### config.mk
export PLATFORM = sky130hd
export DESIGN_NAME = sl_seq
export DESIGN_NICKNAME = d
export VERILOG_FILES = /design/src/rtl/sl_seq.sv
export SDC_FILE = /design/constraint.sdc
export NUM_CORES = 1
export LEC_CHECK = 0
export CORE_MARGIN = 5
export CORE_UTILIZATION = 45
export CTS_CLUSTER_SIZE = 12
export DETAILED_ROUTE_END_ITERATION = 16
export PLACE_DENSITY = 0.83
export SETUP_SLACK_MARGIN = 0.2
export SLEW_MARGIN = 25
export SYNTH_ARGS = -nofsm -noshare
export SYNTH_HDL_FRONTEND = slang
export SYNTH_SLANG_ARGS = --single-unit
### constraint.sdc
create_clock -name clk -period 6.4 [get_ports clk]
set_clock_uncertainty 0.2 [all_clocks]
set_input_delay 0.64 -clock clk [delete_from_list [all_inputs] [get_ports clk]]
set_output_delay 0.64 -clock clk [all_outputs]
set_load 0.005 [all_outputs]
### src/rtl/sl_seq.sv
// Iterative logical shift-left unit: one power-of-two stage per clock, valid/ready on both sides.
// Optional rotate-left mode is enabled by defining SL_SEQ_ROTATE_EN (adds port in_rot).
module sl_seq #(
   parameter int WIDTH = 32,
   parameter int SHW   = 5
) (
   input  logic             clk,
   input  logic             rst_n,
   input  logic             in_valid,
   output logic             in_ready,
   input  logic [WIDTH-1:0] in_data,
   input  logic [SHW-1:0]   in_shamt,
   input  logic             in_en,
`ifdef SL_SEQ_ROTATE_EN
   input  logic             in_rot,
`endif
   output logic             out_valid,
   input  logic             out_ready,
   output logic [WIDTH-1:0] out_data,
   output logic             busy
);

   // state | meaning
   // IDLE  | waiting for an operand, in_ready high
   // SHIFT | applying stages cnt = SHW-1 down to 0, one per clock
   // DONE  | result held on out_data until out_ready
   typedef enum logic [1:0] {
      IDLE  = 2'd0,
      SHIFT = 2'd1,
      DONE  = 2'd2
   } state_t;

   state_t state, state_nx;

   logic [WIDTH-1:0] acc;
   logic [SHW-1:0]   amt;
   logic [SHW-1:0]   cnt;
   logic             en_r;
   logic             rot_r;
   logic             accept;
   logic [WIDTH-1:0] stage_arr [SHW];
   logic [WIDTH-1:0] stage_res;
   logic             amt_bit;

   // Each stage has a constant distance, so build every candidate and pick one by cnt.
   for (genvar k = 0; k < SHW; k++) begin : g_stage
      localparam int D = 2 ** k;
      logic [WIDTH-1:0] shl;
      logic [WIDTH-1:0] rol;
      assign shl = acc << D;
      assign rol = {acc[WIDTH-1-D:0], acc[WIDTH-1 -: D]};
      assign stage_arr[k] = rot_r ? rol : shl;
   end

   always_comb begin
      stage_res = acc;
      amt_bit   = 1'b0;
      for (int k = 0; k < SHW; k++) begin
         if (cnt == SHW'(k)) begin
            stage_res = stage_arr[k];
            amt_bit   = amt[k];
         end
      end
   end

   assign accept = in_valid & in_ready;

   always_ff @(posedge clk or negedge rst_n) begin
      if (!rst_n) begin
         state <= IDLE;
      end else begin
         state <= state_nx;
      end
   end

   always_comb begin
      state_nx  = state;
      in_ready  = 1'b0;
      out_valid = 1'b0;
      busy      = 1'b0;
      case (state)
         IDLE: begin
            in_ready = 1'b1;
            if (in_valid) state_nx = in_en ? SHIFT : DONE;
         end
         SHIFT: begin
            busy = 1'b1;
            if (cnt == '0) state_nx = DONE;
         end
         DONE: begin
            out_valid = 1'b1;
            if (out_ready) state_nx = IDLE;
         end
         default: state_nx = IDLE;
      endcase
   end

   always_ff @(posedge clk or negedge rst_n) begin
      if (!rst_n) begin
         acc   <= '0;
         amt   <= '0;
         cnt   <= SHW'(SHW - 1);
         en_r  <= 1'b0;
         rot_r <= 1'b0;
      end else if (accept) begin
         acc   <= in_data;
         amt   <= in_shamt;
         cnt   <= SHW'(SHW - 1);
         en_r  <= in_en;
`ifdef SL_SEQ_ROTATE_EN
         rot_r <= in_rot;
`else
         rot_r <= 1'b0;
`endif
      end else if (state == SHIFT) begin
         if (en_r & amt_bit) acc <= stage_res;
         if (cnt != '0) cnt <= cnt - 1'b1;
      end
   end

   // acc is left untouched after delivery, so the last result stays visible until the next capture.
   assign out_data = acc;

endmodule

==> run metrics, run 1 <==
Syn Area/Cell 8.68 sq um; IO buf count 76; sw frac 0.472; synthesized cell area 3320 sq um; run status complete, no violations; cell internal pwr 1110 uW; multi-input logic area 2020 sq um; critical path's largest stage delay 0.65 ns; Yosys top cell area share 0.332; final instance area 4200 sq um; TNS Setup 0 ns; core area 7210 sq um; most frequent cells in the layout clkdlybuf4s50_1 (75), nand2_1 (45), dfrtp_1 (44), nor2_1 (34), a21oi_1 (28); Synth area leaders dfrtp_1 (33%), mux2i_1 (7.8%), nand2_1 (5.1%); Clock power frac 0.092; worst relative slew slack 0.388; clk sinks 45; Reg area 1130 sq um; # rows 31; CP delay by family, top compound AO/OA/AOI/OAI gates; Pre-antenna DRT Iters 5; vias 3388; fin crit period 3.33 ns; Hold Vio Cnt, Final 0; critical path startpoint category register; antenna viol nets, final 0; FF+latch count, synth 45; nets@finish 488; Post-DP Area 4100 sq um; layout cells sized above 1 0.0701; PD cells 501 nW/um^2; Via density 6.26; die width 95.9 um; # hold bufs at CTS 0; post-synthesis cell type with the largest combined area dfrtp_1; # DRC 0; CTS Buf Count 5; Seq pwr share 0.341; R2R cell count 7; Slowest cell on crit path a21o_1; Initial Util 0.460; Worst path depth 7; Worst Setup Path Type reg2reg; DP HPWL 7580 um; Critical Path AT 3.32 ns; Leakage 0.00164 uW; Gate Count Post-Synth 382; reg2reg setup slack 3.07 ns; distinct cell type count after synthesis 61; global placement routability congestion 0.959; vias in the first global route 3253; Max-Cap Viols 0; first-pass GRT wire length 17300 um; Worst Path Max Fanout 26; Post-CTS Setup Inserts 0; Ant. Diodes 0; peak supply drop 0.000213 V; Crit. End Element register; Iter 0 DRT Violations 490; syn nets 429; Clock Path Buffers 2; critical path cell sequence inv_1, ha_1, nand4bb_1, o21ai_0, a21o_1, a2111oi_0, a211o_1; number of synthesized flops with an enable pin 0; Async SR Flop Fraction 1.00; commonest non-fill, non-tap cell in the layout clkdlybuf4s50_1; Die Y 95.9 um; critical path buffer and inverter count 1; CTS root buffer clkbuf_8; antenna violations before repair 0; area growth from synthesis to layout 26.6%; Slew @ Worst Pin 0.914 ns; Fill cells 677; Critical Path RT 6.39 ns; top_reg_cell synth dfrtp_1; CTS tree yes; Final Max Tran Viols 0; final setup violation count 0; Wirelength per Cell 19.7 um; worst skew pair latency 0.30 ns; GRT overflow 0; pin count of the biggest net entering global routing 46; Hold Path Class in2async; Reg clk slew, reported paths 0.08 ns; drt total wl 10700 um; register area share after synthesis 0.340; Comb pwr share 0.568; period utilisation layout 0.521; H-tree depth 2; RSZ-0062 raised after global routing false; die area 9190 sq um; global-route usage over all layers 0.242; fmax 0.300 GHz; Ys Warns 0; PostCTS Resize Cnt 0; NetSw 993 uW; I/O Pins 77
## flip-flops by register name (all words and copies together) (netlist names)
signal and count:
amt 5, cnt 5, en_r 1, out_data 32
state 2
## cells by family (layout without fill, tap and decap cells)
family          after synthesis  in the layout  share of synthesized area
fa+ha+maj                     5              5                     0.0189
xor+xnor                      3              3                    0.00792
compound gates              124            124                      0.274
mux                          29             29                     0.0886
simple gates                138            138                      0.212
flops                        45             45                      0.340
buf+inv                      38             98                     0.0581
## power groups by stage
stage                     clock, uW  sequential (uW)  combinational (uW)
after detailed placement          0              706                1180
after floorplan                   0              587                 796
after CTS                       197              703                1180
final                           193              716                1190
after global placement            0              707                1150
after global routing            210              733                1310
## final timing paths
path	endpoint	start
max in group asynchronous	out_data[21]$_DFFE_PN0P_	rst_n
hold / removal	state[0]$_DFFE_PN0P_	rst_n
min in group clk	en_r$_DFFE_PN0P_	en_r$_DFFE_PN0P_
hold reg to reg	en_r$_DFFE_PN0P_	en_r$_DFFE_PN0P_
setup / recovery	out_data[21]$_DFFE_PN0P_	cnt[0]$_DFFE_PN0P_
setup reg to reg	out_data[21]$_DFFE_PN0P_	cnt[0]$_DFFE_PN0P_
## synth_stat cells, types with 3 or more instances
master and n:
nand2_1 45, dfrtp_1 44, nor2_1 34, a21oi_1 28, mux2i_1 26, nand3_1 23
o21ai_0 14, clkbuf_1 12, o221ai_1 11, o2111ai_1 10, inv_1 9, a221o_1 8
buf_2 7, a2111oi_0 6, a211o_1 6, nand3b_1 6, a22oi_1 5, ha_1 5
o21bai_1 5, a21o_1 4, a31oi_1 4, and3_1 4, buf_6 4, nor2b_1 4
o22ai_1 4, a311oi_1 3, and3b_1 3, buf_1 3, buf_4 3, mux2_2 3
nor3_1 3
## cell type report
type / count / area share
multi-input combinational: 299 / 0.480
clock inverter: 1 / 0.00119
clock buffer: 7 / 0.0229
timing repair buffer: 81 / 0.190
sequential: 45 / 0.268
inverter: 9 / 0.00805
tap: 99 / 0.0295
## routing by layer
metal	GRT usage	wire, um
met1	0.334	4420
met2	0.374	4990
met3	0.0500	1020
met4	0.0865	242
met5	0	0
## stage by stage
step                      setup slack, ns  instances  hold WS (ns)  utilization  power [uW]
after floorplan                      4.12        382         0.144            -        1380
after global placement               3.35        533         0.259        0.568        1860
after detailed placement             3.14        533         0.267        0.568        1880
after CTS                            3.09        541         0.286        0.582        2080
after global routing                 2.80        541         0.172        0.582        2250
final                                3.07        541         0.124        0.582        2100
Power figures use the tool's default switching activity.
==> run 2: changes to the inputs <==
==> constraint.sdc (replaced) <==
create_clock -name clk -period 3.1 [get_ports clk]
set_clock_uncertainty 0.2 [all_clocks]
set_input_delay 0.31 -clock clk [delete_from_list [all_inputs] [get_ports clk]]
set_output_delay 0.31 -clock clk [all_outputs]
set_load 0.005 [all_outputs]
==> run 2 against run 1 <==
Against the previous run: core utilization grew 1.8 points; final cell count increased by 2.2%; via count grew 3.8%; die area unchanged; routed wire length increased by 12%; sequential share of layout area fell by 0.79 points; maximum frequency rose by 22%; critical path type unchanged; largest cell class unchanged; largest power group unchanged.
==> run metrics, run 2 (synthesized netlist as in run 1, its figures left out) <==
layout cells sized above 1 0.0881; worst skew pair latency 0.30 ns; final setup violation count 0; vias 3518; CP delay by family, top compound AO/OA/AOI/OAI gates; RSZ-0062 raised after global routing false; Reg clk slew, reported paths 0.10 ns; die width 95.9 um; die area 9190 sq um; Leakage 0.00171 uW; Worst Path Max Fanout 19; DP HPWL 8510 um; Hold Path Class reg2reg; critical path startpoint category register; critical path buffer and inverter count 2; Slowest cell on crit path a21o_1; Max-Cap Viols 0; Hold Vio Cnt, Final 0; CTS Buf Count 5; Worst Setup Path Type reg2reg; critical path cell sequence inv_1, ha_1, buf_4, a21o_1, o221ai_2, a21o_1, a2111oi_0, a211o_1; Fill cells 647; global placement routability congestion 1.04; I/O Pins 77; Via density 6.36; most frequent cells in the layout clkdlybuf4s50_1 (75), nand2_1 (45), dfrtp_1 (44), nor2_1 (34), a21oi_1 (28); CTS root buffer clkbuf_8; drt total wl 11900 um; Initial Util 0.460; CTS tree yes; vias in the first global route 3384; pre-CTS WS 0.426 ns; pin count of the biggest net entering global routing 46; clk sinks 45; Critical Path AT 2.73 ns; commonest non-fill, non-tap cell in the layout clkdlybuf4s50_1; PD cells 1070 nW/um^2; Critical Path RT 3.09 ns; Final Max Tran Viols 0; fin util 0.600; # rows 31; R2R cell count 8; H-tree depth 2; Crit. End Element register; CP dominant cell by count a21o_1; Post-CTS Setup Inserts 0; TNS Setup 0 ns; # DRC 0; peak supply drop 0.000498 V; Die Y 95.9 um; antenna viol nets, final 0; Pre-antenna DRT Iters 5; IO buf count 76; Iter 0 DRT Violations 511; Clock Path Buffers 2; critical path's largest stage delay 0.59 ns; core area 7210 sq um; nets@finish 500; area growth from synthesis to layout 30.4%; antenna violations before repair 0; global-route usage over all layers 0.265; max reg flops 32; worst setup margin 0.358 ns; worst relative slew slack 0.529; run status complete, no violations; first-pass GRT wire length 18600 um; worst hold slack 0.292 ns; fin crit period 2.74 ns; Slew @ Worst Pin 0.705 ns; GRT overflow 0; Worst Hold Path Cells 2; Ant. Diodes 0; fmax 0.365 GHz; Wirelength per Cell 21.5 um; period utilisation layout 0.885; Design Power 4630 uW; Worst path depth 8
-- run 2: cell count changes in the layout (fill, tap and decap cells not counted), sizes merged --
cell	before	now
clkinv	1	0
buf	6	17
bufinv	0	1
dlygate4sd3	0	1
-- run 2: per-layer routing --
layer | part of all wire | routed length (um) | vias up | GRT usage
met2 | 0.47 | 5600 | 218 | 0.420
li1 | - | - | 1582 | -
met5 | 0 | 0 | - | 0
met4 | 0.018 | 210 | 0 | 0.0746
met1 | 0.43 | 5080 | 1694 | 0.376
met3 | 0.086 | 1020 | 24 | 0.0352
-- run 2: stage by stage --
step	cells	area, sq um
final	553	4330
after global routing	553	4330
after CTS	552	4310
after detailed placement	544	4200
after global placement	544	4200
after floorplan	382	3320
-- run 2: tightest hold or removal path, cell delays in order (launching register included) --
cell and delay (ns):
dfrtp_1 0.36, nand2_1 0.05, nand2_1 0.06
-- run 2: worst paths after layout --
| check | from | endpoint | slack (ns) |
|---|---|---|---|
| max | cnt[0]$_DFFE_PN0P_ | out_data[26]$_DFFE_PN0P_ | 0.36 |
| min in group asynchronous | rst_n | cnt[0]$_DFFE_PN0P_ | 0.35 |
| min reg2reg | amt[3]$_DFFE_PN0P_ | amt[3]$_DFFE_PN0P_ | 0.29 |
| max reg2reg | cnt[0]$_DFFE_PN0P_ | out_data[26]$_DFFE_PN0P_ | 0.36 |
| max in group asynchronous | rst_n | out_data[2]$_DFFE_PN0P_ | 1.95 |
| min | amt[3]$_DFFE_PN0P_ | amt[3]$_DFFE_PN0P_ | 0.29 |
-- run 2: repair_timing --
| action | in CTS | in global routing |
|---|---|---|
| endpoints found under the hold margin | 0 | 44 |
| resized for setup | 0 | 0 |
| hold buffers | 0 | 1 |
-- run 2: cell type report --
cell class,count,area (sq um),area share
clock inverter,1,30.0,0.00694
timing repair buffer,93,913,0.211
multi-input combinational,299,2010,0.465
sequential,45,1130,0.261
clock buffer,7,86.3,0.0200
inverter,9,33.8,0.00781
tap,99,124,0.0286
-- run 2: where the power goes --
part | internal [uW] | switching (uW) | leakage, uW
Clock | 263 | 214 | 0.0000585
Sequential | 871 | 630 | 0.000546
Combinational | 1300 | 1340 | 0.00110
==> run 3: changes to the inputs <==
==> constraint.sdc (replaced) <==
create_clock -name clk -period 3.52 [get_ports clk]
set_clock_uncertainty 0.2 [all_clocks]
set_input_delay 0.352 -clock clk [delete_from_list [all_inputs] [get_ports clk]]
set_output_delay 0.352 -clock clk [all_outputs]
set_load 0.005 [all_outputs]
==> run 3 against run 2 <==
Against the previous run: flip-flop and latch count unchanged; clock power decreased by 23%; global-route usage decreased by 0.25 points; worst setup slack better by 0.076 ns; critical path type unchanged; highest routed layer unchanged.
==> run metrics, run 3 (synthesized netlist as in run 1, its figures left out) <==
Post-CTS Setup Inserts 0; fmax 0.324 GHz; Crit. End Element register; pin count of the biggest net entering global routing 46; R2R cell count 6; most frequent cells in the layout clkdlybuf4s50_1 (75), nand2_1 (45), dfrtp_1 (44), nor2_1 (34), a21oi_1 (28); drt total wl 11500 um; run status complete, no violations; IO buf count 76; first-pass GRT wire length 18700 um; Critical Path RT 3.57 ns; # DRC 0; Worst Hold Path Cells 2; core area 7210 sq um; CTS Buf Count 5; CTS tree yes; worst hold slack 0.288 ns; Initial Util 0.460; area growth from synthesis to layout 28.6%; Worst Setup Path Type reg2reg; vias in the first global route 3550; reg2reg setup slack 0.43 ns; Via density 6.39; fin crit period 3.09 ns; layout cells sized above 1 0.0843; Final Max Tran Viols 0; fin util 0.591; number of placed instances, taps included 541; worst skew pair latency 0.30 ns; DP HPWL 8210 um; final std cells w/o fill 550; H-tree depth 2; Wirelength per Cell 20.9 um; I/O Pins 77; CTS root buffer clkbuf_8; Design Power 3930 uW; antenna viol nets, final 0; global-route usage over all layers 0.262; Critical Path AT 3.14 ns; clk sinks 45; final setup violation count 0; antenna violations before repair 0; Clock Path Buffers 2; Reg clk slew, reported paths 0.09 ns; nets@finish 497; Worst Path Max Fanout 22; period utilisation layout 0.877; PostCTS Resize Cnt 0; Ant. Diodes 0; Iter 0 DRT Violations 378; Hold Vio Cnt, Final 0; Fill cells 683; PD cells 922 nW/um^2; Slew @ Worst Pin 0.782 ns; # hold bufs at CTS 0; commonest non-fill, non-tap cell in the layout clkdlybuf4s50_1; Pre-antenna DRT Iters 5; Hold Path Class reg2reg; Leakage 0.00168 uW; Max-Cap Viols 0; worst relative slew slack 0.478; RSZ-0062 raised after global routing false; # rows 31; TNS Setup 0 ns; max reg flops 32; vias 3513; critical path startpoint category register; die area 9190 sq um; GRT overflow 0; peak supply drop 0.000323 V; die width 95.9 um; Die Y 95.9 um; global placement routability congestion 0.976
## run 3: changes by cell type in the layout (fill, tap and decap cells not counted), sizes merged
| cell | change |
|---|---|
| buf | -3 |
| bufinv | -1 |
| clkinv | +1 |
## run 3: layout make-up
type                    count  area [sq um]  share of cell area
flip-flops and latches     45          1130               0.264
clock buffers               7          96.3              0.0226
well taps                  99           124              0.0290
multi-input cells         299          2010               0.472
repair buffers             90           866               0.203
inverters                   9          33.8             0.00792
clock inverters             1          5.00             0.00117
## run 3: power by group
group / switching [uW] / internal (uW)
combinational: 1150 / 1110
clock: 187 / 178
sequential: 532 / 768
## run 3: critical path, stage by stage, from the launching register on
cell and delay, ns:
dfrtp_1 0.44, ha_1 0.44, nor4_4 0.57, o221ai_2 0.25, a21o_1 0.46, a2111oi_0 0.51
a211o_1 0.16
## run 3: worst paths after layout
check	from	to
worst max-delay path	cnt[0]$_DFFE_PN0P_	out_data[21]$_DFFE_PN0P_
worst max register to register	cnt[0]$_DFFE_PN0P_	out_data[21]$_DFFE_PN0P_
worst min register to register	amt[0]$_DFFE_PN0P_	amt[0]$_DFFE_PN0P_
min in group asynchronous	rst_n	cnt[4]$_DFFE_PN0P_
worst min-delay path	amt[0]$_DFFE_PN0P_	amt[0]$_DFFE_PN0P_
max in group asynchronous	rst_n	out_data[19]$_DFFE_PN0P_
## run 3: through the flow
step           instance area, sq um  worst slack, ns
6_report                       4260            0.434
5_1_grt                        4260            0.321
4_1_cts                        4250            0.474
3_5_place_dp                   4150            0.494
3_3_place_gp                   4150            0.649
2_1_floorplan                  3320             1.24
## run 3: layer usage
metal / global-route usage / up-vias / wire length, um
li1: - / 1579 / -
met1: 0.361 / 1693 / 4850
met2: 0.409 / 205 / 5290
met3: 0.0493 / 36 / 972
met4: 0.0960 / 0 / 357
met5: 0 / - / 0
